--- src/rtl/rriot_bus_arbiter.sv ---
// rriot_bus_arbiter
//   Shares one RRIOT device port between a CPU and a host requester.
//   Each transaction is IDLE -> ACCESS -> COMPLETE. The CPU normally wins
//   arbitration, but a waiting host is guaranteed service once it has been
//   bypassed for HOST_MAX_WAIT cycles.
//
// Ports
//   clk, rst_n          : rising-edge clock (device phi2); synchronous active-low reset
//   cpu_req/we_n/rom    : CPU request, write strobe (active low), ROM select
//   cpu_addr/wdata      : CPU address (10b) and write data (8b)
//   cpu_ack/rdata       : CPU completion pulse and captured read data
//   host_*              : same set for the host requester
//   dev_we_n/A/DI       : device write strobe, address, write data
//   dev_RS0/dev_CS1     : device RAM/IO select and ROM select
//   dev_DO/dev_OE       : device read data and its output-enable
//   bus_err             : one-cycle pulse when a read found dev_OE low
module rriot_bus_arbiter #(
  parameter int HOST_MAX_WAIT = 4
) (
  input  logic       clk,
  input  logic       rst_n,
  input  logic       cpu_req,
  input  logic       cpu_we_n,
  input  logic       cpu_rom,
  input  logic [9:0] cpu_addr,
  input  logic [7:0] cpu_wdata,
  output logic       cpu_ack,
  output logic [7:0] cpu_rdata,
  input  logic       host_req,
  input  logic       host_we_n,
  input  logic       host_rom,
  input  logic [9:0] host_addr,
  input  logic [7:0] host_wdata,
  output logic       host_ack,
  output logic [7:0] host_rdata,
  output logic       dev_we_n,
  output logic [9:0] dev_A,
  output logic [7:0] dev_DI,
  output logic       dev_RS0,
  output logic       dev_CS1,
  input  logic [7:0] dev_DO,
  input  logic       dev_OE,
  output logic       bus_err
);

  localparam int         DATA_W  = 8;
  localparam logic [3:0] MAX_CNT = 4'(HOST_MAX_WAIT);

  typedef enum logic [1:0] {
    IDLE     = 2'd0,
    ACCESS   = 2'd1,
    COMPLETE = 2'd2
  } state_t;

  state_t state, state_next;

  logic [3:0]        host_wait_cnt;
  logic              owner;        // 1 = host owns the current transaction
  logic              we_n_q;
  logic              rom_q;
  logic [9:0]        addr_q;
  logic [DATA_W-1:0] wdata_q;

  logic grant;
  logic host_wins;
  logic [DATA_W-1:0] rd_capture;

  function automatic logic [3:0] sat_inc(input logic [3:0] v);
    if (v >= MAX_CNT) return MAX_CNT;
    return v + 4'd1;
  endfunction

  // The CPU has priority unless the host has been starved up to the limit.
  assign host_wins = host_req && (!cpu_req || (host_wait_cnt == MAX_CNT));
  assign grant     = (state == IDLE) && (cpu_req || host_req);

  always_comb begin
    state_next = state;
    case (state)
      IDLE:     if (grant) state_next = ACCESS;
      ACCESS:   state_next = COMPLETE;
      COMPLETE: state_next = IDLE;
      default:  state_next = IDLE;
    endcase
  end

  always_ff @(posedge clk) begin
    if (!rst_n) state <= IDLE;
    else        state <= state_next;
  end

  // Arbitration boundary: winner's payload is frozen for the whole transaction.
  always_ff @(posedge clk) begin
    if (!rst_n)     owner <= 1'b0;
    else if (grant) owner <= host_wins;
  end

  always_ff @(posedge clk) begin
    if (grant) begin
      we_n_q  <= host_wins ? host_we_n  : cpu_we_n;
      rom_q   <= host_wins ? host_rom   : cpu_rom;
      addr_q  <= host_wins ? host_addr  : cpu_addr;
      wdata_q <= host_wins ? host_wdata : cpu_wdata;
    end
  end

  // The host ages only while it is pending and not the (about to be) owner.
  always_ff @(posedge clk) begin
    if (!rst_n)
      host_wait_cnt <= 4'd0;
    else if (grant && host_wins)
      host_wait_cnt <= 4'd0;
    else if (host_req && !((state != IDLE) && owner))
      host_wait_cnt <= sat_inc(host_wait_cnt);
  end

  // Read capture boundary: ACCESS -> COMPLETE; a disabled device reads as FF.
  assign rd_capture = dev_OE ? dev_DO : 8'hFF;

  always_ff @(posedge clk) begin
    if (!rst_n) begin
      cpu_rdata  <= '0;
      host_rdata <= '0;
      bus_err    <= 1'b0;
    end else begin
      bus_err <= (state == ACCESS) && we_n_q && !dev_OE;
      if ((state == ACCESS) && we_n_q) begin
        if (owner) host_rdata <= rd_capture;
        else       cpu_rdata  <= rd_capture;
      end
    end
  end

  // Device port: address/selects held through COMPLETE, write strobe only in ACCESS.
  always_comb begin
    dev_we_n = 1'b1;
    dev_A    = '0;
    dev_DI   = '0;
    dev_RS0  = 1'b1;
    dev_CS1  = 1'b0;
    cpu_ack  = 1'b0;
    host_ack = 1'b0;
    if ((state == ACCESS) || (state == COMPLETE)) begin
      dev_A   = addr_q;
      dev_DI  = wdata_q;
      dev_RS0 = ~rom_q;
      dev_CS1 = rom_q;
    end
    if (state == ACCESS) dev_we_n = we_n_q;
    if (state == COMPLETE) begin
      cpu_ack  = ~owner;
      host_ack = owner;
    end
  end

endmodule

--- config.mk ---
export PLATFORM = sky130hd
export DESIGN_NAME = rriot_bus_arbiter
export DESIGN_NICKNAME = d
export VERILOG_FILES = /design/src/rtl/rriot_bus_arbiter.sv
export SDC_FILE = /design/constraint.sdc
export NUM_CORES = 1
export LEC_CHECK = 0
export ABC_CLOCK_PERIOD_IN_PS = 1500
export BUFFER_PORTS_ARGS = -buffer_cell sky130_fd_sc_hd__buf_2
export CAP_MARGIN = 0
export CELL_PAD_IN_SITES_DETAIL_PLACEMENT = 1
export CELL_PAD_IN_SITES_GLOBAL_PLACEMENT = 1
export CORE_MARGIN = 2
export CORE_UTILIZATION = 32
export DETAILED_ROUTE_END_ITERATION = 10
export PLACE_DENSITY_LB_ADDON = 0.15
export SYNTH_ARGS = -nofsm -noshare
export SYNTH_HDL_FRONTEND = slang
export SYNTH_SLANG_ARGS = --single-unit
--- constraint.sdc ---
create_clock -name clk -period 1.5 [get_ports clk]
set_input_delay 0.3 -clock clk [delete_from_list [all_inputs] [get_ports clk]]
set_output_delay 0.3 -clock clk [all_outputs]
set_load 0.005 [all_outputs]
**Word-level counts from Yosys, hierarchy flattened**

Index checks and enable logic that the tools add are counted.

- Bits of input ports: 53
- Bits in registers: 44
- Output and inout bits: 40
- Word-level logic and storage cells: 57

- $lt $le $gt $ge: 1
- Muxes and demuxes: 20
- $add $sub $neg: 1
- Equality and inequality tests: 4
- Bitwise operators: 3
- Reductions and logical operators: 18

Operator list:

| cell | number |
|---|---|
| 2-to-1 mux 8 bit | 3 |
| 2-to-1 mux 10 bit | 2 |
| 2-to-1 mux 1 bit | 11 |
| 2-to-1 mux 4 bit | 2 |
| logical AND 1 bit | 7 |
| adder 4 x 1 -> 4 bit (second input constant) | 1 |
| equality test 4 x 3 -> 1 bit (second input constant) | 1 |
| >= comparator 4 x 3 -> 1 bit (second input constant) | 1 |
| one-hot mux 2 bit (2 select lines) | 1 |
| AND reduction 2 bit | 2 |
| logical NOT 1 bit | 3 |
| logical OR 1 bit | 3 |
| inverter 1 bit | 3 |
| equality test 2 x 1 -> 1 bit (second input constant) | 1 |
| equality test 2 bit (second input constant) | 1 |
| logical NOT 2 bit | 1 |
| 2-to-1 mux 2 bit | 1 |
| inequality test 2 bit (second input constant) | 1 |
| nonzero test 2 bit | 1 |
| OR reduction 2 bit | 1 |

**Depth between registers and ports, before layout**

- Depth in word-level cells: 8
- Depth in mapped cells: 7
- Gate-level depth less buffers: 5

**Worst setup path before layout**

OpenSTA, ideal clock, no wires.

- Kind: register to register
- Start point: register host_wait_cnt[0]
- End point: register addr_q[0] (data pin)
- Buffers on the path: 1
- Clock period less this slack: 1.571 ns
- Setup time: 0.260 ns
- Setup slack: -0.071 ns
- Cell stages (with the launch flop): 7
- Arrival time: 1.311 ns
- Required time: 1.240 ns
- Cell sequence: dfxtp_1 inv_1 ha_1 nand3b_4 a21boi_4 buf_6 mux2_4

- Word-level cells in the longest chain between the ends: 4

RTL lines:

| what | RTL line | text |
|---|---|---|
| start: declaration | 57 | `logic [3:0] host_wait_cnt;` |
| start signal: assignment | 114 | `host_wait_cnt <= sat_inc(host_wait_cnt);` |
| equality test 4 x 3 -> 1 bit | 74 | `assign host_wins = host_req && (!cpu_req \|\| (host_wait_cnt == MAX_CNT));` |
| logical OR 1 bit | 74 |  |
| logical AND 1 bit | 74 |  |
| 2-to-1 mux 10 bit | 102 | `addr_q <= host_wins ? host_addr : cpu_addr;` |
| end signal: assignment | 102 |  |
| end: declaration | 61 | `logic [9:0] addr_q;` |

Every way passes these cells.
A chain may end at the register's enable or synchronous reset.

**Worst setup path in the final report**

- Start point: register state[0]
- End point: output dev_A[3]

- Word-level cells in the longest chain between the ends: 3
- Elaborated cells between the ends (all ways): 4
- Those cells by class: eq/ne: 2; mux: 1; reduce/logical: 1

RTL lines:

| what | RTL line | text |
|---|---|---|
| start: declaration | 55 | `state_t state, state_next;` |
| start signal: assignment | 89 | `else state <= state_next;` |
| equality test 2 x 1 -> 1 bit / equality test 2 bit (equally long branches) | 143 | `if ((state == ACCESS) \|\| (state == COMPLETE)) begin` |
| logical OR 1 bit (*) | 143 |  |
| 2-to-1 mux 10 bit (*) | 143 |  |
| end: declaration | 37 | `output logic [9:0] dev_A,` |

Mark *: on every way between the ends. The rest lies on a longest branch, timed or not.

==> results_dict.tcl <==
set metrics [dict create \
    status "finished with violations" \
    failed_checks "negative setup slack" \
    drt-total-wl_um 5590 \
    rows 29 \
    period_needed_ns 1.69 \
    hold_end "state[1]" \
    r2r-start "host_wait_cnt[1]" \
    worstPathCellList "inv_2 > ha_4 > buf_4 > and2_1 > buf_2" \
    final_cell_mix "80 x buf_2, 21 x dfxtp_1, 20 x mux2_4, 20 x edfxtp_1, 18 x nand2_1" \
    ys_seq_area_frac 0.501 \
    synth_compound_area_frac 0.122 \
    synthMuxAreaShare 0.142 \
    power_density_nw_per_um2 965 \
    drc 0 \
    required_ns 1.20 \
    coreArea_um2 6420 \
    synth_edf_count 20 \
    antenna_found_initial 0 \
    grt_max_degree 22 \
    synth_warnings 0 \
    die_area_um2 7410 \
    post-dp-hpwl_um 3890 \
    skew_ns 0.0130 \
    hold_viol 0 \
    clockPowerShare 0.275 \
    crit_cells 5 \
    vdd_ir_drop_max_mv 0.406 \
    slew_violations 0 \
    worstPathArrival_ns 1.39 \
    vias 1712 \
    synth_seq_cells 44 \
    path_buf_inv 3 \
    p_switching_uw 773 \
    swShare 0.252 \
    ys_types 35 \
    nets 345 \
    power_mw 3.07 \
    critical-path-top-delay-family "flip-flops" \
    initial_utilization 0.336 \
    synth_area_um2 2160 \
    hold_depth 2 \
    crit_start "state[0]" \
    startpoint_type "flop" \
    routabilityCongestion 0.759 \
    overflow 0 \
    worst_pin_slew_ns 0.446 \
    port_buffers 92 \
    timing.hold.ws_ns 0.281 \
    cts_tree "built" \
    numCtsBuffers 5 \
    fin_crit_sh 1.13 \
    synth-simple-area-share 0.156 \
    avgSynthCellArea_um2 12.3 \
    place_ws_ns -0.0883 \
    clockBufferDepth 2 \
    cp-end-kind "output port" \
    clk_pin_slew_worst_paths_ns 0.08 \
    ctsRootBufferMaster "clkbuf_8" \
    pwr-share-seq 0.463 \
    grt_usage 0.142 \
    fillCellCount 727 \
    worst_slack_ns -0.188 \
    path_class "reg -> out" \
    fmax_ghz 0.593 \
    min-delay-start "rst_n" \
    grt_pass1_vias 1654 \
    setup_viol 41 \
    power.internal_mw 2.30 \
    synth_xor_area_frac 0 \
    crit_slowest_cell "dfxtp_2" \
    synth_nets 234 \
    wl_per_cell_um 15.4 \
    io_pins 93 \
    synth_top_family_by_area "simple AND/OR/NAND/NOR gates" \
    async_flop_share 0 \
    hold_class "in -> reg" \
    clock_sinks 44 \
    rsz0062_at_grt "true" \
    die_height_um 86.1 \
    reg2reg_depth 7 \
    cp_slowest_stage_delay_ns 0.35 \
    p_leak_nw 1.64 \
    power_frac_comb 0.262 \
    routed_via_density 4.70 \
    htreeDepth 2 \
    grt_pass1_wl_um 8140 \
    layout_commonest_cell "buf_2" \
    ant_nets 0 \
    clk_latency_ns 0.30 \
    die_x_um 86.1 \
    n_antenna_cell 0 \
    drive_gt1_frac 0.585 \
    synthAdderAreaFrac 0.0348 \
    syn_inst 175 \
    worstReg2RegEnd "addr_q[0]" \
    syn2layout_area_growth_pct 47.7 \
    final_core_util 0.496 \
    drtIter0Drc 84 \
    ys.flop_type "dfxtp_1" \
    maxCapViolCount 0 \
    slew_headroom 0.701 \
    critPathMaxFanout 5 \
    dr.pass1.iters 4 \
    reg2reg_slack_ns -0.11 \
]
[timing repair]
action                     in CTS  in global routing
resized for setup              10                 33
hold buffers                    0                  0
setup endpoints to repair      45                 43
setup buffers                   1                  9
cloned                          0                  3
pin swaps                       1                  6
[sequential cells by signal, indices dropped and copies added, names as in the netlist]
register and cells:
addr_q 10, bus_err 1, cpu_rdata 8, host_rdata 8
host_wait_cnt 4, owner 1, rom_q 1, state 2
wdata_q 8, we_n_q 1
[final cells by class]
cell class              instances  area, µm²  area share
clock buffers                   8        101      0.0318
well taps                      77       96.3      0.0302
multi-input cells             114       1070       0.337
flip-flops and latches         44       1080       0.341
inverters                       7       28.8     0.00903
repair buffers                114        801       0.251
[worst max path at each step]
| stage | endpoint |
|---|---|
| floorplan | addr_q[0] |
| global route | dev_A[3] |
| CTS | dev_CS1 |
| finish | dev_A[3] |
| global placement | rom_q |
| detailed placement | rom_q |
[power by group through the flow]
stage	clock (mW)	combinational, mW	sequential (mW)
after floorplan	0	0.329	1.44
after global placement	0	0.604	1.44
after detailed placement	0	0.615	1.45
after CTS	0.863	0.621	1.42
after global routing	0.902	0.877	1.43
final	0.845	0.806	1.42
[logic make-up (layout without fill, tap and decap cells)]
group / count (synthesis) / count (layout)
AO/OA/AOI/OAI: 29 / 29
adder cells (fa/ha/maj): 6 / 6
buffers and inverters: 17 / 129
flip-flops: 44 / 44
multiplexers: 21 / 21
AND/OR/NAND/NOR: 58 / 58
[layer usage]
metal | vias up | wire (µm) | GRT usage
met1 | 818 | 2440 | 0.186
met2 | 49 | 2760 | 0.230
met3 | 8 | 303 | 0.0356
met5 | - | 0 | 0
met4 | 0 | 78 | 0.0476
li1 | 837 | - | -
[synthesized netlist by cell type (2+ instances only)]
master	count	area share
and2_1	20	0.058
edfxtp_1	20	0.28
nand4_1	2	0.0058
mux2_4	19	0.13
a21oi_1	3	0.0070
buf_6	3	0.016
dfxtp_1	24	0.22
nor2b_1	10	0.029
nand2_1	18	0.031
ha_1	6	0.035
inv_1	7	0.012
buf_2	3	0.0070
a21o_1	2	0.0070
o211a_1	16	0.074
nand2b_1	2	0.0058
[stage by stage]
stage,instance area (µm²),TNS [ns],instances
after floorplan,2170,0,175
after global placement,2780,-0.309,345
after detailed placement,2780,-1.01,345
after CTS,2900,-3.91,353
after global routing,3190,-7.01,364
final,3190,-4.73,364
Power figures use the tool's default switching activity.
